**config.mk**
```make
export PLATFORM = sky130hd
export DESIGN_NAME = universal_shift_reg
export DESIGN_NICKNAME = d
export VERILOG_FILES = /design/src/rtl/usr_pkg.sv /design/src/rtl/dff_sr.sv /design/src/rtl/universal_shift_reg.sv
export SDC_FILE = /design/constraint.sdc
export NUM_CORES = 1
export LEC_CHECK = 0
export BUFFER_PORTS_ARGS = -buffer_cell sky130_fd_sc_hd__buf_2
export CAP_MARGIN = 10
export CORE_MARGIN = 3
export CORE_UTILIZATION = 45
export DETAILED_ROUTE_END_ITERATION = 7
export PLACE_DENSITY = 0.85
export SETUP_SLACK_MARGIN = 0.5
export SLEW_MARGIN = 25
export SYNTH_ARGS = -nofsm -noshare
export SYNTH_HDL_FRONTEND = slang
export SYNTH_SLANG_ARGS = --single-unit
```
**constraint.sdc**
```tcl
create_clock -name clock -period 1 [get_ports clock]
set_input_delay 0.15 -clock clock [delete_from_list [all_inputs] [get_ports clock]]
set_output_delay 0.15 -clock clock [all_outputs]
set_load 0.03 [all_outputs]
```
**src/rtl/usr_pkg.sv**
```systemverilog
// Shared mode encodings for the universal shift register.
package usr_pkg;

    localparam logic [2:0] USR_HOLD = 3'b000;
    localparam logic [2:0] USR_SHR  = 3'b001;
    localparam logic [2:0] USR_SHL  = 3'b010;
    localparam logic [2:0] USR_LOAD = 3'b011;
    localparam logic [2:0] USR_CLR  = 3'b100;
    localparam logic [2:0] USR_ROR  = 3'b101;
    localparam logic [2:0] USR_ROL  = 3'b110;
    localparam logic [2:0] USR_RSVD = 3'b111;

endpackage

```
**src/rtl/dff_sr.sv**
```systemverilog
// Single-bit D flip-flop with synchronous active-high reset.
module dff_sr (
    input  logic clock,
    input  logic reset,
    input  logic D,
    output logic Q
);

    always_ff @(posedge clock) begin
        if (reset) begin
            Q <= 1'b0;
        end else begin
            Q <= D;
        end
    end

endmodule

```
**src/rtl/universal_shift_reg.sv**
```systemverilog
// Universal shift register: hold/shift/load/clear, optional rotate (USR_ROTATE_EN),
// and a strobe after every WIDTH counted shift operations.
module universal_shift_reg
    import usr_pkg::*;
#(
    parameter int unsigned WIDTH = 8
) (
    input  logic             clock,
    input  logic             reset,
    input  logic [2:0]       mode,
    input  logic [WIDTH-1:0] d,
    input  logic             sin_r,
    input  logic             sin_l,
    output logic [WIDTH-1:0] q,
    output logic             sout_r,
    output logic             sout_l,
    output logic             shift_done
);

    localparam int unsigned CntW = $clog2(WIDTH + 1);
    localparam logic [CntW-1:0] CntLast = CntW'(WIDTH - 1);

    logic [WIDTH-1:0] q_d, q_q;
    logic [CntW-1:0]  cnt_d, cnt_q;
    logic             done_d, done_q;
    logic             is_shift, clr_cnt;

    always_comb begin
        q_d      = q_q;
        is_shift = 1'b0;
        clr_cnt  = 1'b0;
        case (mode)
            USR_SHR: begin
                q_d      = {sin_r, q_q[WIDTH-1:1]};
                is_shift = 1'b1;
            end
            USR_SHL: begin
                q_d      = {q_q[WIDTH-2:0], sin_l};
                is_shift = 1'b1;
            end
            USR_LOAD: begin
                q_d     = d;
                clr_cnt = 1'b1;
            end
            USR_CLR: begin
                q_d     = '0;
                clr_cnt = 1'b1;
            end
`ifdef USR_ROTATE_EN
            USR_ROR: begin
                q_d      = {q_q[0], q_q[WIDTH-1:1]};
                is_shift = 1'b1;
            end
            USR_ROL: begin
                q_d      = {q_q[WIDTH-2:0], q_q[WIDTH-1]};
                is_shift = 1'b1;
            end
`endif
            default: ;
        endcase
    end

    // Counter wraps on the WIDTH-th shift, raising the strobe for the following cycle.
    always_comb begin
        cnt_d  = cnt_q;
        done_d = 1'b0;
        if (clr_cnt) begin
            cnt_d = '0;
        end else if (is_shift) begin
            if (cnt_q == CntLast) begin
                cnt_d  = '0;
                done_d = 1'b1;
            end else begin
                cnt_d = cnt_q + CntW'(1);
            end
        end
    end

    always_ff @(posedge clock) begin
        if (reset) begin
            cnt_q  <= '0;
            done_q <= 1'b0;
        end else begin
            cnt_q  <= cnt_d;
            done_q <= done_d;
        end
    end

    for (genvar i = 0; i < int'(WIDTH); i++) begin : g_bit
        dff_sr u_dff (
            .clock (clock),
            .reset (reset),
            .D     (q_d[i]),
            .Q     (q_q[i])
        );
    end

    assign q          = q_q;
    assign sout_r     = q_q[0];
    assign sout_l     = q_q[WIDTH-1];
    assign shift_done = done_q;

endmodule

```
== After elaboration in Yosys (flattened, before gate mapping) ==
Index checks and enable logic that the tools add are counted.
Cells by class
  add/subtract/negate cells: 1
  equality and inequality tests: 5
  muxes and demuxes: 5
  bitwise gates (word level): 1
  reductions and logical operators: 5
Operators by type and width (count)
  8-bit one-hot mux with 4 select lines: 1
  3-bit by 2-bit == test with 1-bit output (second input constant): 2
  2-bit OR reduction: 3
  4-bit by 1-bit adder with 4-bit output (second input constant): 1
  4-bit by 3-bit == test with 1-bit output (second input constant): 1
  4-bit two-way mux: 1
  4-bit nonzero test: 1
  3-bit by 1-bit == test with 1-bit output (second input constant): 1
  3-bit == test (second input constant): 1
  1-bit two-way mux: 3
  3-bit OR reduction: 1
  1-bit inverter: 1
Word-level totals
  bits in registers: 13

== Logic depth before layout (Yosys ltp) ==
Gate-level depths: netlist of run 1.
  word-level depth: 5
  mapped depth: 6
  depth with buffers taken out: 4

== By module ==
Synthesis of run 1 repeated with hierarchy kept, for this count alone.
Unflattened totals
  cell total of the unflattened synthesis: 91
  area, all modules: 873.3 um^2
By module, submodules not included
  universal_shift_reg: times used 1, cells an instance 75, area each 603.1 um^2, seq. area each 100.1 um^2
  dff_sr: times used 8, cells an instance 2, area each 33.8 um^2, seq. area each 20.0 um^2

== Worst setup path before layout of run 1 ==
Ideal clock, no wire load.
  kind: reg2reg
  from: reg g_bit[7].u_dff.Q
  to: reg g_bit[6].u_dff.Q
  data arrival time: 1006 ps
  data required time: 914 ps
  path slack: -92 ps
  cell stages (with the launch flop): 5
  buffers on the path: 0
  path through: dfxtp_1 mux2i_1 a2bb2oi_1 nor2_1 a211oi_1
On the way
  word-level cells in the longest chain between the ends: 1
Ends and longest elaborated chain
  start, declared: line dff_sr.sv:6  | output logic Q
  start signal, assigned: line dff_sr.sv:11  | Q <= 1'b0;
  start signal, assigned: line dff_sr.sv:13  | Q <= D;
  8-bit one-hot mux with 4 select lines: line universal_shift_reg.sv:32  | case (mode)
  end signal, assigned: line dff_sr.sv:11
  end signal, assigned: line dff_sr.sv:13
  end, declared: line dff_sr.sv:6
No other way between the ends.
A chain may end at the register's enable or synchronous reset.

== Final worst setup path of run 1 ==
  from: reg cnt_q[0]
  to: reg cnt_q[0]
On the way
  word-level cells in the longest chain between the ends: 2
  elaborated cells on any way between the ends: 3
  those cells by class: add/sub (1); eq/ne (1); mux (1)
Ends and longest elaborated chain
  start, declared: line universal_shift_reg.sv:24  | logic [CntW-1:0] cnt_d, cnt_q;
  start signal, assigned: line universal_shift_reg.sv:84  | cnt_q <= cnt_d;
  4-bit by 1-bit adder with 4-bit output or 4-bit by 3-bit == test with 1-bit output (tied branches): line universal_shift_reg.sv:74, universal_shift_reg.sv:70
  4-bit two-way mux *: line universal_shift_reg.sv:70  | if (cnt_q == CntLast) begin
Every way passes the cells marked *; elsewhere a longest branch is shown, timed or not.

==> results of run 1 <==
[where the power goes]
group | leakage [nW] | internal, mW | switching, mW
logic | 0.406 | 0.219 | 0.226
registers | 0.113 | 0.544 | 0.0376
clock network | 0.0150 | 0.155 | 0.193
[repair_timing]
action	in CTS	in global routing
endpoints found under the setup margin	24	24
buffers inserted	1	1
resized for setup	33	13
pin swaps	23	14
[worst max-delay path: stages, from the launching register on]
cell and delay, ns:
dfxtp_4 0.36, ha_4 0.17, nor2b_4 0.12, a221oi_2 0.25
[flip-flops by register name, indices dropped and copies added (netlist names)]
register,flops
g_bit.u_dff.Q,8
cnt_q,4
shift_done,1
[routing by layer]
metal | share of wire, % | up-vias | GRT usage [%]
met2 | 49 | 21 | 30.84
li1 | - | 414 | -
met4 | 2.1 | 0 | 10.14
met1 | 45 | 399 | 23.43
met3 | 3.5 | 5 | 2.417
met5 | 0 | - | 0
[area by class of cell]
type / instances / area share, %
Clock buffer: 4 / 2.079
Multi-Input combinational cell: 72 / 45.54
Tap cell: 25 / 2.475
Sequential cell: 13 / 23.17
Inverter: 1 / 0.2970
Timing Repair Buffer: 40 / 26.44
[through the flow]
| step | hold WS, ns | instance area, µm² |
|---|---|---|
| after floorplan | 0.2155 | 958.4 |
| after global placement | 0.4715 | 1062 |
| after detailed placement | 0.4860 | 1062 |
| after CTS | 0.2201 | 1205 |
| after global routing | 0.2460 | 1264 |
| final | 0.2210 | 1264 |
[cell families (layout without fill, tap and decap cells)]
group,after synthesis,in the layout,synth area share (%)
XOR/XNOR,1,1,1.024
multiplexers,9,9,10.53
AO/OA/AOI/OAI,27,27,23.98
AND/OR/NAND/NOR,34,34,18.28
adder cells (fa/ha/maj),1,1,1.462
flip-flops,13,13,30.41
buffers and inverters,18,45,14.33
[cells in the final DEF (no fill, tap or decap), types with 2 or more instances in the layout]
| master | count |
|---|---|
| buf_4 | 10 |
| a211oi_2 | 6 |
| nor3_1 | 2 |
| nand2_1 | 9 |
| a2bb2oi_1 | 5 |
| a21oi_1 | 4 |
| buf_2 | 14 |
| buf_6 | 15 |
| nand2b_1 | 2 |
| nor2b_4 | 3 |
| a2bb2oi_2 | 2 |
| dfxtp_4 | 7 |
| nand3_1 | 3 |
| mux2i_1 | 8 |
| clkbuf_4 | 3 |
| dfxtp_2 | 5 |
| nor2_1 | 9 |
[path summary, 6_finish.rpt]
check	to	slack [ns]	cells past startpoint
hold / removal	cnt_q[1]	0.22	2
setup reg to reg	cnt_q[0]	0.01	3
hold reg to reg	g_bit[2].u_dff.Q	0.50	2
setup / recovery	cnt_q[0]	0.01	3
==> results.md, run 1 <==
- DRC: 0
- Routed vias/inst: 5.413
- # IOs: 26
- Worst EP arrival: 1.19 ns
- Pins Over Slew Limit: 0
- Syn Inst Count: 103
- Cell row count: 15
- Worst Setup End Kind: flip-flop
- Final setup violation count: 0
- Filler Cell Count: 127
- Routed WL: 2.218 mm
- Via Count: 839
- Sink Count: 13
- Hold_buf cts: 0
- Hold path start: reset
- Post-DP HPWL: 1.542 mm
- WS Path Type: reg -> reg
- Vias in the first global route: 838
- Final min period: 0.9903 ns
- Gr usage total: 18.73%
- Initial DRC Count: 9
- Multi-input gate area: 575.6 µm²
- Hold WC Path Type: in -> reg
- RSZ-0062 raised after global routing: true
- Root buffer cell: clkbuf_4
- Synth area leaders: dfxtp_1, mux2i_1, a2bb2oi_1
- Mean Syn Cell Area: 8.309 µm²
- Max Freq: 1010 MHz
- # port buffers: 25
- Syn Nets: 119
- Peak supply drop: 0.7719 mV
- Reg clk slew, reported paths: 0.09 ns
- H-tree Lvls: 1
- Mapped Area: 855.8 µm²
- Core ar.: 1764 µm²
- Drt pass-1 iters: 4
- Critical Path Start: cnt_q[0]
- Layout Nets: 147
- Crit-path max FO: 4
- Share of layout cells above drive strength 1: 57.69%
- Placement Setup Slack: -0.1411 ns
- Clk_lat worst skew: 0.29 ns
- Status: completed
- Die span in x: 49.61 µm
- Gpl congestion: 0.8021
- Final core occ: 71.63%
- Post-synth EDFFs: 0
- Leakage: 0.5344 nW
- Top cells by count, synth: dfxtp_1, nor2_1, mux2i_1, nand2_1, buf_4
- Period utilization: 99.03%
- Inst Count DP: 149
- Total CTS buffers: 3
- Pwr Density: 1088 nW/µm²
- Top FF cell, synth: dfxtp_1
- Yosys top cell area share: 30.41%
- First-pass GRT wire length: 3.615 mm
- Crit path launch type: flip-flop
- Antenna violations before repair: 0
- Final worst slack: 0.009665 ns
- Req. time, crit path: 1.20 ns
- CTS Buffer Depth: 2
- Die H: 49.61 µm
- Fin. Hold Viols: 0
- Tot Pwr: 1.375 mW
- Die ar.: 2461 µm²
- Area leader, netlist: dfxtp_1
- Largest net degree at the start of global routing: 14
- Area Overhead vs Synth: 47.66%
- Worst slew pin tran: 0.3569 ns
- Top-count cell post-synth: dfxtp_1
- R2R Path Start: cnt_q[0]
- Post-synthesis cell type count: 31
- Sequential fraction of the synthesis area: 30.41%
- CTS tree: done
- Aggregate global routing overflow: 0
- Slew HR: 76.21%
- Antenna-violating nets left: 0
- FF/Latch Area: 292.8 µm²
- Post-DR wirelength/cell: 14.31 µm
- Ys async rst share: 0%
- Initial core utilization: 48.51%
- Seq cells post-synth: 13
- ANT cells: 0
- Total Neg Setup Slack: 0 ns
- Finished Layout Cells: 155
- Max Cap Viol: 0
- Yosys warnings: 0
- Layout Skew: 0.003653 ns
(Power assumes the default switching activity.)
==> run 2, diff against run 1 <==
Settings changed: CTS_BUF_LIST set to sky130_fd_sc_hd__clkbuf_16.
==> results.md, run 2 (synthesis results as in run 1) <==
- Filler Cell Count: 134
- Worst Setup End Kind: flip-flop
- Sink Count: 13
- Reg2Reg Setup Slack: 0.02 ns
- Pins Over Slew Limit: 0
- Largest register by flop count: g_bit.u_dff.Q
- Crit-path max FO: 3
- Finished Layout Cells: 154
- First-pass GRT wire length: 3.891 mm
- Routed vias/inst: 5.526
- Max Freq: 1017 MHz
- Multi-input gate area: 568.0 µm²
- # port buffers: 25
- Post-DR wirelength/cell: 15.40 µm
- Final worst slack: 0.01642 ns
- Most common cell after layout, fill and taps aside: buf_2
- Slew HR: 74.75%
- Inst Count DP: 149
- Peak supply drop: 1.238 mV
- Area Overhead vs Synth: 51.75%
- Total CTS buffers: 3
- CP delay by family, top: simple AND/OR/NAND/NOR gates
- DRC: 0
- Root buffer cell: clkbuf_16
- Fin. Hold Viols: 0
- Die span in x: 49.61 µm
- Most frequent cells in the layout: buf_2, buf_4, buf_6, nand2_1, nor2_1
- Gr usage total: 20.29%
- Post-DP HPWL: 1.542 mm
- Clk_lat worst skew: 0.24 ns
- Final min period: 0.9836 ns
- Share of layout cells above drive strength 1: 56.59%
- Vias in the first global route: 841
- ANT cells: 0
- Layout Skew: 0.002707 ns
- Aggregate global routing overflow: 0
- FF/Latch Area: 291.5 µm²
- Gpl congestion: 0.8021
- CTS Buffer Depth: 2
- RSZ-0062 raised after global routing: true
- Period utilization: 98.36%
- Status: completed
- Crit path largest cell delay: 0.33 ns
- Crit path launch type: flip-flop
- # IOs: 26
- Placement Setup Slack: -0.1411 ns
- Cell row count: 15
- Antenna violations before repair: 0
- Crit path cell chain: nor2b_4, nand4_1, mux2i_1, nor3_1
- Antenna-violating nets left: 0
- Buf/Inv on CP: 0
- Layout Nets: 146
- Routed WL: 2.372 mm
- Max reg flops: 8
- Total Neg Setup Slack: 0 ns
- Worst slew pin tran: 0.3775 ns
- CTS tree: done
- Via Count: 851
- H-tree Lvls: 1
- Hold WS: 0.2720 ns
- Pwr Density: 1371 nW/µm²
- Die H: 49.61 µm
- Final core occ: 73.62%
- Initial DRC Count: 15
- Reg clk slew, reported paths: 0.05 ns
- Req. time, crit path: 1.17 ns
- Drt pass-1 iters: 4
- Worst EP arrival: 1.15 ns
- Final setup violation count: 0
- Max Cap Viol: 0
- Die ar.: 2461 µm²
- Leakage: 0.5592 nW
- Initial core utilization: 48.51%
- Hold WC Path Type: in -> reg
- WS Path Type: reg -> reg
- Core ar.: 1764 µm²
- Largest net degree at the start of global routing: 14
- Critical-path top delay cell: dfxtp_1
## run 2: cell types whose count changed in the layout (fill, tap and decap cells not counted), sizes merged
cell,delta
clkbuf,-1
buf,-1
inv,+1
## run 2: area by class of cell
class                           instances  area share, %
Multi-Input combinational cell         72          43.74
Clock inverter                          1         0.2890
Inverter                                1         0.2890
Sequential cell                        13          22.45
Tap cell                               25          2.408
Timing Repair Buffer                   39          25.05
Clock buffer                            3          5.780
## run 2: what timing repair did
item / in CTS / in global routing
gates resized for setup: 37 / 8
setup endpoints to repair: 24 / 24
buffers inserted: 0 / 1
hold buffers: 0 / 0
gates cloned: 0 / 0
pin swaps: 23 / 17
## run 2: report_power, final
group | switching (mW) | total [mW] | internal [mW]
Sequential | 0.0376 | 0.584 | 0.547
Combinational | 0.228 | 0.442 | 0.214
Clock | 0.226 | 0.754 | 0.528
## run 2: final timing paths
path                    startpoint          endpoint  cells past startpoint
setup / recovery          cnt_q[2]          cnt_q[3]                      4
hold / removal               reset          cnt_q[1]                      2
setup reg to reg          cnt_q[2]          cnt_q[3]                      4
hold reg to reg   g_bit[2].u_dff.Q  g_bit[2].u_dff.Q                      2
## run 2: metal layers
layer / vias to the layer above / global-route usage, % / routed length [µm]
met5: - / 0 / 0
met4: 0 / 9.677 / 44
met3: 5 / 2.417 / 109
met2: 34 / 34.36 / 1203
met1: 401 / 25.23 / 1015
li1: 411 / - / -
## run 2: stage by stage
stage / total power, mW / area [µm²]
2_1_floorplan: 0.8947 / 958.4
3_3_place_gp: 0.9481 / 1062
3_5_place_dp: 0.9580 / 1062
4_1_cts: 1.778 / 1265
5_1_grt: 1.854 / 1299
6_report: 1.780 / 1299
==> run 3, diff against run 2 <==
Clock period 1 ns to 0.9 ns, I/O delays scaled along.
==> results.md, run 3 (synthesis results as in run 1) <==
- Final worst slack: -0.1307 ns
- Post-DR wirelength/cell: 16.51 µm
- Crit path launch type: flip-flop
- Reg2Reg Setup Slack: -0.13 ns
- Gr usage total: 22.79%
- Worst EP arrival: 1.18 ns
- Routed WL: 2.576 mm
- Period utilization: 114.5%
- WS Path Type: reg -> reg
- Die ar.: 2461 µm²
- Area Overhead vs Synth: 55.85%
- Failing checks: negative setup slack
- Pwr Density: 1512 nW/µm²
- Antenna violations before repair: 0
- Antenna-violating nets left: 0
- ANT cells: 0
- Gpl congestion: 0.8047
- Drt pass-1 iters: 4
- Setup crit end: g_bit[5].u_dff.Q
- Aggregate global routing overflow: 0
- Fin. Hold Viols: 0
- Max Cap Viol: 0
- Via Count: 883
- Sink Count: 13
- Root buffer cell: clkbuf_16
- Leakage: 0.5644 nW
- Worst slew pin tran: 0.3388 ns
- Filler Cell Count: 110
- Critical Path Start: g_bit[6].u_dff.Q
- Met1 Routed Length: 1.049 mm
- Reg clk slew, reported paths: 0.05 ns
- Max Freq: 970.2 MHz
- Multi-input gate area: 580.6 µm²
- Reg2reg path depth: 4
- Vias in the first global route: 889
- DR WL met3: 178 µm
- Largest register by flop count: g_bit.u_dff.Q
- Slew HR: 77.33%
- Cell row count: 15
- Clk_lat worst skew: 0.24 ns
- RSZ-0062 raised after global routing: true
- Routed vias/inst: 5.660
- Crit-path max FO: 4
- Status: complete, but fails checks
- Worst Setup End Kind: flip-flop
- Total Neg Setup Slack: -0.6101 ns
- Hold WS: 0.2403 ns
- R2R Path End: g_bit[5].u_dff.Q
- Share of layout cells above drive strength 1: 58.02%
- CTS Buffer Depth: 2
- Die span in x: 49.61 µm
- Tot Pwr: 2.017 mW
- Hold WC Path Type: in -> reg
- Die H: 49.61 µm
- Pins Over Slew Limit: 0
- Most common cell after layout, fill and taps aside: buf_6
- Final setup violation count: 11
- Top layer in use: met4
- Area post-placement: 1057 µm²
- H-tree Lvls: 1
- DRC: 0
- Max reg flops: 8
- # port buffers: 25
- Inst Count DP: 150
- First-pass GRT wire length: 4.284 mm
- Initial core utilization: 48.51%
- Layout Skew: 0.002305 ns
- FF/Latch Area: 297.8 µm²
- CTS tree: done
- Total CTS buffers: 3
- Placement Setup Slack: -0.2179 ns
- # IOs: 26
- Post-DP HPWL: 1.564 mm
- Req. time, crit path: 1.05 ns
- Layout Nets: 148
- Final min period: 1.031 ns
- Largest net degree at the start of global routing: 14
- Met2 wire length: 1.255 mm
- Most frequent cells in the layout: buf_6, buf_2, buf_4, nand2_1, dfxtp_4
- Initial DRC Count: 40
- R2R Path Start: g_bit[6].u_dff.Q
- Finished Layout Cells: 156
- Peak supply drop: 1.121 mV
- Final core occ: 75.60%
- Post-route cell area: 1334 µm²
- Core ar.: 1764 µm²
run 3: power by group:
group / internal, mW / total, mW / switching (mW) / leakage [nW]
sequential: 0.604 / 0.652 / 0.0479 / 0.114
combinational: 0.259 / 0.525 / 0.266 / 0.408
clock: 0.587 / 0.840 / 0.253 / 0.0423
run 3: timing repair:
| action | CTS | global route |
|---|---|---|
| pin swaps | 16 | 9 |
| resized for setup | 33 | 17 |
| endpoints found under the setup margin | 24 | 24 |
| setup buffers | 2 | 0 |
| endpoints found under the hold margin | 0 | 0 |
| hold buffers | 0 | 0 |
run 3: worst min path at each step:
stage / startpoint / endpoint / slack [ns] / cells after the start
6_report: reset / cnt_q[1] / 0.24 / 2
3_5_place_dp: g_bit[6].u_dff.Q / g_bit[6].u_dff.Q / 0.47 / 2
2_1_floorplan: reset / g_bit[1].u_dff.Q / 0.20 / 1
3_3_place_gp: g_bit[6].u_dff.Q / g_bit[6].u_dff.Q / 0.47 / 2
5_1_grt: reset / cnt_q[1] / 0.26 / 2
4_1_cts: reset / cnt_q[1] / 0.24 / 2
run 3: area by class of cell:
cell class	count	share of cell area, %
clock inverter	1	0.2814
tap	25	2.345
timing repair buffer	41	25.61
clock buffer	3	5.629
multi-input combinational	72	43.53
inverter	1	0.2814
sequential	13	22.33
run 3: per-layer routing:
metal,global-route usage [%],vias to the layer above
met1,27.96,403
met4,11.06,0
li1,-,416
met3,3.625,13
met5,0,-
met2,38.33,51
run 3: worst max-delay path, stage by stage (launching register included):
cell and delay [ns]:
dfxtp_4 0.37, mux2i_1 0.07, a2bb2oi_1 0.20, nor2_1 0.08, a211oi_1 0.22
